[src/rtl/led_anim_pkg.sv]
// Shared types for the LED animation sequencer: FSM states, animation modes
// and the gap counter width.
package led_anim_pkg;

   typedef enum logic [2:0] {
      ST_IDLE,
      ST_START,
      ST_RAMP,
      ST_GAP,
      ST_DONE
   } state_t;

   typedef enum logic [1:0] {
      MODE_FWD_SINGLE = 2'b00,
      MODE_FWD_LOOP   = 2'b01,
      MODE_PINGPONG   = 2'b10,
      MODE_REV_SINGLE = 2'b11
   } mode_t;

   localparam int GAP_W = 6;

endpackage

[src/rtl/gap_counter.sv]
// Loadable down-counter with a zero flag; stops at zero rather than wrapping.
module gap_counter
   import led_anim_pkg::*;
#(
   parameter int W = GAP_W
) (
   input  logic         clk,
   input  logic         rst,
   input  logic         load,
   input  logic [W-1:0] value,
   input  logic         en,
   output logic [W-1:0] count,
   output logic         zero
);

   always_ff @(posedge clk) begin
      if (!rst) begin
         count <= '0;
      end else if (load) begin
         count <= value;
      end else if (en && count != '0) begin
         count <= count - 1'b1;
      end
   end

   assign zero = (count == '0);

endmodule

[src/rtl/led_sequencer.sv]
// Steps the breathing ramp across a bank of LEDs: pulses the ramp controller,
// routes its PWM onto the selected LED, then advances per the animation mode.
module led_sequencer
   import led_anim_pkg::*;
#(
   parameter int               N_LEDS = 8,
   parameter int               IDX_W  = 3,
   parameter logic [GAP_W-1:0] GAP    = 6'd10,
   parameter int               REP_W  = 4
) (
   input  logic              clk,
   input  logic              rst,
   input  logic              go,
   input  logic              stop,
   input  logic [1:0]        mode,
   input  logic [REP_W-1:0]  repeats,
   input  logic              pwm_in,
   input  logic              ramp_done,
   output logic              ramp_start,
   output logic [N_LEDS-1:0] led_out,
   output logic [IDX_W-1:0]  cur_idx,
   output logic              busy,
   output logic              seq_done
);

   localparam logic [IDX_W-1:0] LAST_IDX = IDX_W'(N_LEDS - 1);
   localparam logic [IDX_W-1:0] PEN_IDX  = IDX_W'(N_LEDS - 2);
   localparam logic [IDX_W-1:0] ONE_IDX  = IDX_W'(1);
   localparam bit               HAS_GAP  = (GAP != '0);

   // Ramp handshake: ramp_start is a single-cycle request with no back-pressure;
   // ramp_done is a single-cycle completion pulse, honoured only in ST_RAMP.
   state_t             state;
   mode_t              mode_q;
   logic [REP_W-1:0]   reps_q;
   logic [REP_W-1:0]   rem_q;
   logic               dir_up;

   logic [GAP_W-1:0]   gap_count;
   logic               gap_zero;
   logic               gap_load;
   logic               gap_en;
   logic               do_adv;

   logic [IDX_W-1:0]   adv_idx;
   logic               adv_dir_up;
   logic               adv_finish;
   logic               pass_end;

   assign gap_load = (state == ST_RAMP) && ramp_done && !stop && HAS_GAP;
   assign gap_en   = (state == ST_GAP);
   assign do_adv   = ((state == ST_RAMP) && ramp_done && !HAS_GAP) ||
                     (gap_en && (gap_count == GAP_W'(1) || gap_zero));

   gap_counter #(.W(GAP_W)) u_gap (
      .clk   (clk),
      .rst   (rst),
      .load  (gap_load),
      .value (GAP),
      .en    (gap_en),
      .count (gap_count),
      .zero  (gap_zero)
   );

   always_comb begin
      adv_idx    = cur_idx;
      adv_dir_up = dir_up;
      adv_finish = 1'b0;
      pass_end   = 1'b0;
      case (mode_q)
         MODE_FWD_SINGLE: begin
            if (cur_idx == LAST_IDX) adv_finish = 1'b1;
            else                     adv_idx    = cur_idx + 1'b1;
         end
         MODE_REV_SINGLE: begin
            if (cur_idx == '0) adv_finish = 1'b1;
            else               adv_idx    = cur_idx - 1'b1;
         end
         MODE_FWD_LOOP: begin
            if (cur_idx == LAST_IDX) begin
               pass_end = 1'b1;
               adv_idx  = '0;
            end else begin
               adv_idx = cur_idx + 1'b1;
            end
         end
         MODE_PINGPONG: begin
            // Turn at the ends without relighting the endpoint LED.
            if (dir_up) begin
               if (cur_idx != LAST_IDX) begin
                  adv_idx = cur_idx + 1'b1;
               end else if (N_LEDS == 2) begin
                  pass_end = 1'b1;
                  adv_idx  = '0;
               end else begin
                  adv_dir_up = 1'b0;
                  adv_idx    = PEN_IDX;
               end
            end else if (cur_idx <= ONE_IDX) begin
               pass_end   = 1'b1;
               adv_idx    = '0;
               adv_dir_up = 1'b1;
            end else begin
               adv_idx = cur_idx - 1'b1;
            end
         end
         default: ;
      endcase
      if (pass_end && reps_q != '0 && rem_q == REP_W'(1)) adv_finish = 1'b1;
   end

   always_ff @(posedge clk) begin
      if (!rst) begin
         state      <= ST_IDLE;
         mode_q     <= MODE_FWD_SINGLE;
         reps_q     <= '0;
         rem_q      <= '0;
         dir_up     <= 1'b1;
         cur_idx    <= '0;
         ramp_start <= 1'b0;
         busy       <= 1'b0;
         seq_done   <= 1'b0;
      end else if (state != ST_IDLE && stop) begin
         state      <= ST_IDLE;
         ramp_start <= 1'b0;
         busy       <= 1'b0;
         seq_done   <= 1'b0;
      end else begin
         ramp_start <= 1'b0;
         seq_done   <= 1'b0;
         case (state)
            ST_IDLE: begin
               if (go && !stop) begin
                  mode_q     <= mode_t'(mode);
                  reps_q     <= repeats;
                  rem_q      <= repeats;
                  cur_idx    <= (mode == MODE_REV_SINGLE) ? LAST_IDX : '0;
                  dir_up     <= 1'b1;
                  state      <= ST_START;
                  ramp_start <= 1'b1;
                  busy       <= 1'b1;
               end
            end
            ST_START: state <= ST_RAMP;
            ST_RAMP, ST_GAP: begin
               if (do_adv) begin
                  if (adv_finish) begin
                     state    <= ST_DONE;
                     seq_done <= 1'b1;
                  end else begin
                     state      <= ST_START;
                     ramp_start <= 1'b1;
                     cur_idx    <= adv_idx;
                     dir_up     <= adv_dir_up;
                     if (pass_end && reps_q != '0) rem_q <= rem_q - 1'b1;
                  end
               end else if (state == ST_RAMP && ramp_done) begin
                  state <= ST_GAP;
               end
            end
            ST_DONE: begin
               state <= ST_IDLE;
               busy  <= 1'b0;
            end
            default: begin
               state <= ST_IDLE;
               busy  <= 1'b0;
            end
         endcase
      end
   end

   always_comb begin
      led_out = '0;
      if (state == ST_RAMP) led_out[cur_idx] = pwm_in;
   end

endmodule

[config.mk]
export PLATFORM = sky130hd
export DESIGN_NAME = led_sequencer
export DESIGN_NICKNAME = d
export VERILOG_FILES = /design/src/rtl/led_anim_pkg.sv /design/src/rtl/gap_counter.sv /design/src/rtl/led_sequencer.sv
export SDC_FILE = /design/constraint.sdc
export NUM_CORES = 1
export LEC_CHECK = 0
export BUFFER_PORTS_ARGS = -buffer_cell sky130_fd_sc_hd__buf_2
export CAP_MARGIN = 15
export CORE_ASPECT_RATIO = 1.1
export CORE_MARGIN = 2
export CORE_UTILIZATION = 56
export CTS_CLUSTER_DIAMETER = 200
export CTS_CLUSTER_SIZE = 30
export DETAILED_ROUTE_END_ITERATION = 8
export GPL_TIMING_DRIVEN = 0
export PLACE_DENSITY = 0.81
export SETUP_SLACK_MARGIN = 0.2
export SYNTH_ARGS = -nofsm -noshare
export SYNTH_HDL_FRONTEND = slang
export SYNTH_SLANG_ARGS = --single-unit
[constraint.sdc]
create_clock -name clk -period 2.24 [get_ports clk]
set_input_delay 0.336 -clock clk [delete_from_list [all_inputs] [get_ports clk]]
set_output_delay 0.336 -clock clk [all_outputs]
set_load 0.03 [all_outputs]
-- After elaboration in Yosys (flattened, before gate mapping)
Cells that the tools add are included.
- flip-flop bits (word level): 26
- eq/ne operators: 19
- add/sub/neg operators: 4
- multiplexer cells: 47
- bitwise logic cells: 6
- reduce and logical (&&, ||, !) cells: 31
- magnitude comparators: 3
- operator list (kind ; count):
    3-bit 2-to-1 mux ; 14
    4-bit 2-to-1 mux ; 6
    1-bit 2-to-1 mux ; 16
    3-bit != test, second input constant ; 4
    3-bit one-hot mux with 4 select lines ; 1
    6-bit AND reduction ; 2
    1-bit one-hot mux with 2 select lines ; 5
    1-bit logical AND ; 9
    3-bit one-hot mux with 3 select lines ; 1
    8-bit bitwise AND ; 1
    8-bit 2-to-1 mux ; 1
    2-bit != test, second input constant ; 4
    4-bit one-hot mux with 2 select lines ; 1
    7-bit AND reduction ; 1
    2-bit equality test, second input constant ; 3
    3-bit by 2-bit equality test with 1-bit output, second input constant ; 2
    6-bit by 1-bit equality test with 1-bit output, second input constant ; 1
    3-bit logical NOT ; 2
    6-bit logical NOT ; 1
    3-bit one-hot mux with 2 select lines ; 1
    6-bit nonzero test ; 1
    2-bit OR reduction ; 3
    6-bit by 1-bit subtractor with 6-bit output, second input constant ; 1
    1-bit inverter ; 5
    22 further kinds ; 24

-- Depth between registers and ports, before layout
- word-level depth: 10
- depth in mapped cells: 8
- mapped depth without buffers: 7

-- Cells and area by module
A second synthesis with hierarchy kept.
- cell total of the unflattened synthesis: 223
- area, all modules: 1794.2 µm²
- by module, submodules not included (module ; seq. area each (µm²) ; cells each ; area each (µm²) ; times used):
    led_sequencer ; 400.4 ; 181 ; 1420.1 ; 1
    gap_counter ; 120.1 ; 42 ; 374.1 ; 1

-- Least setup slack after synthesis
No wires, ideal clock.
- kind: register -> output
- from: register state[1]
- to: output port led_out[1]
- required time: 1.904 ns
- data arrival time: 1.770 ns
- setup slack: 0.134 ns
- cell stages (with the launch flop): 7
- buffers on the path: 2
- cell sequence: dfxtp_1 -> clkbuf_1 -> nand2b_1 -> buf_2 -> nor2_1 -> nand3_1 -> nor3_1
- word-level cells in the longest chain between the ends: 2
- ends and longest elaborated chain (item ; line ; text):
    start: declaration ; led_sequencer.sv:33 ; state_t state;
    start signal: assignment ; led_sequencer.sv:114 ; state <= ST_IDLE;
    start signal: assignment ; led_sequencer.sv:124 ; state <= ST_IDLE;
    start signal: assignment ; led_sequencer.sv:139 ; state <= ST_START;
    3-bit by 2-bit equality test with 1-bit output ; led_sequencer.sv:175 ; if (state == ST_RAMP) led_out[cur_idx] = pwm_in;
    8-bit 2-to-1 mux ; led_sequencer.sv:175 ;
    end: declaration ; led_sequencer.sv:20 ; output logic [N_LEDS-1:0] led_out,
No other way between the ends.

-- Final worst setup path
- from: register mode_q[0]
- to: register rem_q[3]
- word-level cells in the longest chain between the ends: 7
- ends and longest elaborated chain (item ; line ; text):
    start: declaration ; led_sequencer.sv:34 ; mode_t mode_q;
    start signal: assignment ; led_sequencer.sv:134 ; mode_q <= mode_t'(mode);
    2-bit equality test / 2-bit by 1-bit equality test with 1-bit output (equally long branches) ; led_sequencer.sv:70 ; case (mode_q)
    1-bit one-hot mux with 2 select lines ; led_sequencer.sv:70 ;
    1-bit logical AND ; led_sequencer.sv:109, led_sequencer.sv:155 ;
    1-bit logical AND ; led_sequencer.sv:109 ; if (pass_end && reps_q != '0 && rem_q == REP_W'(1)) adv_finish = 1'b1;
    1-bit 2-to-1 mux ; led_sequencer.sv:109 ;
    2-bit != test (no source line) ; n/a ;
    6-bit AND reduction (no source line) * ; n/a ;
    end signal: assignment ; led_sequencer.sv:136 ; rem_q <= repeats;
    end signal: assignment ; led_sequencer.sv:155 ; if (pass_end && reps_q != '0) rem_q <= rem_q - 1'b1;
    end: declaration ; led_sequencer.sv:36 ; logic [REP_W-1:0] rem_q;
Every way passes the cells marked *; elsewhere a longest branch is shown, timed or not.
A chain may end at the register's enable or synchronous reset.

==> run metrics <==
maximum VDD drop=0.000425 V; max-cap viol count=0; Tcrit/Tclk final=0.894; Startpoint Class=flip-flop; Worst Setup End Kind=flip-flop; post-route ant nets=0; Tot GR Track Use=0.226; min cycle time layout=2000 ps; CTS tree=yes; Clock Latency Late Sink=320 ps; Post-Syn Area=1690 um2; DP HPWL=2.78 mm; flops & latches, synth=26; Final TNS setup=0 ps; Hold Path Class=input port to flip-flop; IO Pins=26; die area=3480 um2; FMAX=0.499 GHz; syn_area_per_cell=7.84 um2; Slew headroom=0.592; first-pass GRT wire length=6.21 mm; global route overflow=0; H-tree levels=1; largest net degree at the start of global routing=15; Final Instance Area=2120 um2; Final Slew Violations=0; clk slew on worst S/H paths=150 ps; Syn Inst Count=216; worst path arrival time=2240 ps; Root Driver=clkbuf_4; vias per inst=5.78; num rows=20; drt total wl=3.83 mm; outcome=finished clean; RSZ-0062 raised after global routing=true; Core Region=2830 um2; CP Max Fanout=5; final hold slack=245 ps; vias=1675; I/O Buffers=25; number of nets in the layout=285; Netlist cell types=46; synth top area cells=dfxtp_1 31%, ha_1 11%, nand2_1 5.5%, a21oi_1 5.3%, nor2_1 4.7%; Final Hold Viols=0; Final Total Pwr=0.000901 W; largest area contributor in the netlist=dfxtp_1; CTS Buf Count=3; PwrDens=425 nW/um2; Hold Crit Start=mode[0]; drt first pass iters=4; CP required=2480 ps; DRT iter0 DRCs=47; R2R depth=7; sequential fraction of the synthesis area=0.307; clk_skew=7.00 ps; vias in the first global route=1390; Crit Path Category=flip-flop to flip-flop; top-area cell type share of the netlist area=0.307; WHS Endpoint=mode_q[0]; Num Clock Sinks=26; Yosys warnings=0; reg2reg start=mode_q[0]; DRC=0; initial antenna violation count=0; r2r setup slk=240 ps; Die Width=56.4 um; leakage=0.867 nW; Worst Max-Slew Pin Slew=607 ps; DR WL/cell=13.2 um; fillers=214; Area Growth Syn to Fin=25.3%; ANT cells=0; hold path depth=3; Post-CTS Hold Buffers=0; Initial Utilization=0.599; CTS Buffer Depth=2; Die Y-Extent=61.7 um; RePlAce Congestion=0.858; syn_nets=243; FF-to-FF End=rem_q[3]; share of cells above drive strength 1=0.300; placed instance area=1890 um2; setup violators final=0
## per-layer routing
metal  global-route usage  share of wire  vias to the layer above
li1                     -              -                      848
met1                0.294           0.47                      787
met2                0.392           0.49                       34
met3               0.0210          0.026                        6
met4               0.0884          0.016                        0
met5                    0              0                        -
## layout by cell type, fill, tap and decap left out, types with 2 or more instances in the layout
cell      synthesis  final
nor4_1            3      3
buf_4             0     17
a21oi_1          18     17
buf_2             3     21
mux2i_1           4      4
dfxtp_2           0      7
o211ai_1          2      2
nor3_2            0      2
clkbuf_1          5      4
nor2_1           21     19
and2_1            3      3
o221a_2           2      2
dfxtp_4           0      2
a221o_1           2      2
nand3_1          11      9
o21ai_0           8      8
nor2b_1           3      3
ha_1             15     13
a31oi_1           3      3
xor2_1            4      4
nor3_1           10      8
dfxtp_1          26     17
buf_6             1      4
clkbuf_4          0      3
nand2b_1          3      3
nand2_1          25     25
nand3b_1          3      3
inv_1            16     15
## worst max path at each step
stage	startpoint	endpoint	depth (start not counted)
after global placement	mode_q[0]	rem_q[3]	7
final	mode_q[0]	rem_q[3]	7
after floorplan	cur_idx[2]	rem_q[3]	6
after CTS	mode_q[0]	rem_q[3]	7
after detailed placement	mode_q[0]	rem_q[3]	7
after global routing	mode_q[0]	cur_idx[0]	7
## power breakdown
| part | internal (W) | switching (W) | total, W | leakage (nW) |
|---|---|---|---|---|
| registers | 0.000477 | 0.0000130 | 0.000490 | 0.216 |
| clock network | 0.0000994 | 0.000142 | 0.000241 | 0.0210 |
| logic | 0.0000733 | 0.0000965 | 0.000170 | 0.629 |
## critical path, cell delays in order (launching register included)
cell and delay, ps:
dfxtp_2 360, inv_2 70, ha_4 150, or4b_4 480
a211oi_2 210, o211ai_2 160, a221o_1 280, a31o_1 210
## through the flow
step	util	cells	setup WS (ps)
2_1_floorplan	-	216	213
3_3_place_gp	0.667	274	90.5
3_5_place_dp	0.667	274	82.1
4_1_cts	0.701	281	199
5_1_grt	0.750	290	152
6_report	0.750	290	237
## cell type report
cell class              instances  area (um2)  area share
plain buffers                   9        61.3      0.0289
clock buffers                   4        36.3      0.0171
inverters                      16        60.1      0.0283
multi-input cells             165        1150       0.544
flip-flops and latches         26         537       0.253
well taps                      33        41.3      0.0195
repair buffers                 37         231       0.109
## registers in the layout, indices dropped and copies added, names as in the netlist
signal	flops
rem_q	4
u_gap.count	6
seq_done	1
cur_idx	3
dir_up	1
ramp_start	1
busy	1
state	3
reps_q	4
mode_q	2
## synthesized netlist by cell type, drive strengths merged
cell type / count
o211ai: 3
nor4: 3
ha: 15
a32oi: 1
o21bai: 1
or4b: 1
dfxtp: 26
and2: 3
nor3: 10
o21ai: 9
nand2b: 3
a2bb2oi: 1
a21oi: 18
buf: 4
a221o: 2
or2b: 1
and3: 1
xor2: 4
clkbuf: 5
nor3b: 3
a31o: 1
xnor2: 1
mux2i: 4
mux2: 1
nor2: 21
a311oi: 1
o221a: 2
or2: 1
nand3: 11
o311ai: 1
o31ai: 1
o32ai: 1
nand3b: 3
a31oi: 3
a2111oi: 2
nor2b: 3
a41o: 1
o41ai: 1
a211oi: 1
nand2: 25
a21boi: 1
inv: 16
## kinds of logic after synthesis
kind of cell | synth area share
xor gates and xnor gates | 0.0259
adders and majority gates | 0.111
AOI/OAI and AO/OA | 0.205
and+or+nand+nor | 0.258
buffers and inverters | 0.0621
muxes | 0.0303
DFF | 0.307
## repair_timing
action	in CTS	in global routing
setup buffers	3	9
setup endpoints to repair	12	19
resized for setup	14	25
pin swaps	1	7
hold endpoints to repair	0	0
cloned	0	0
No activity file was read; power rests on OpenSTA's default activity.
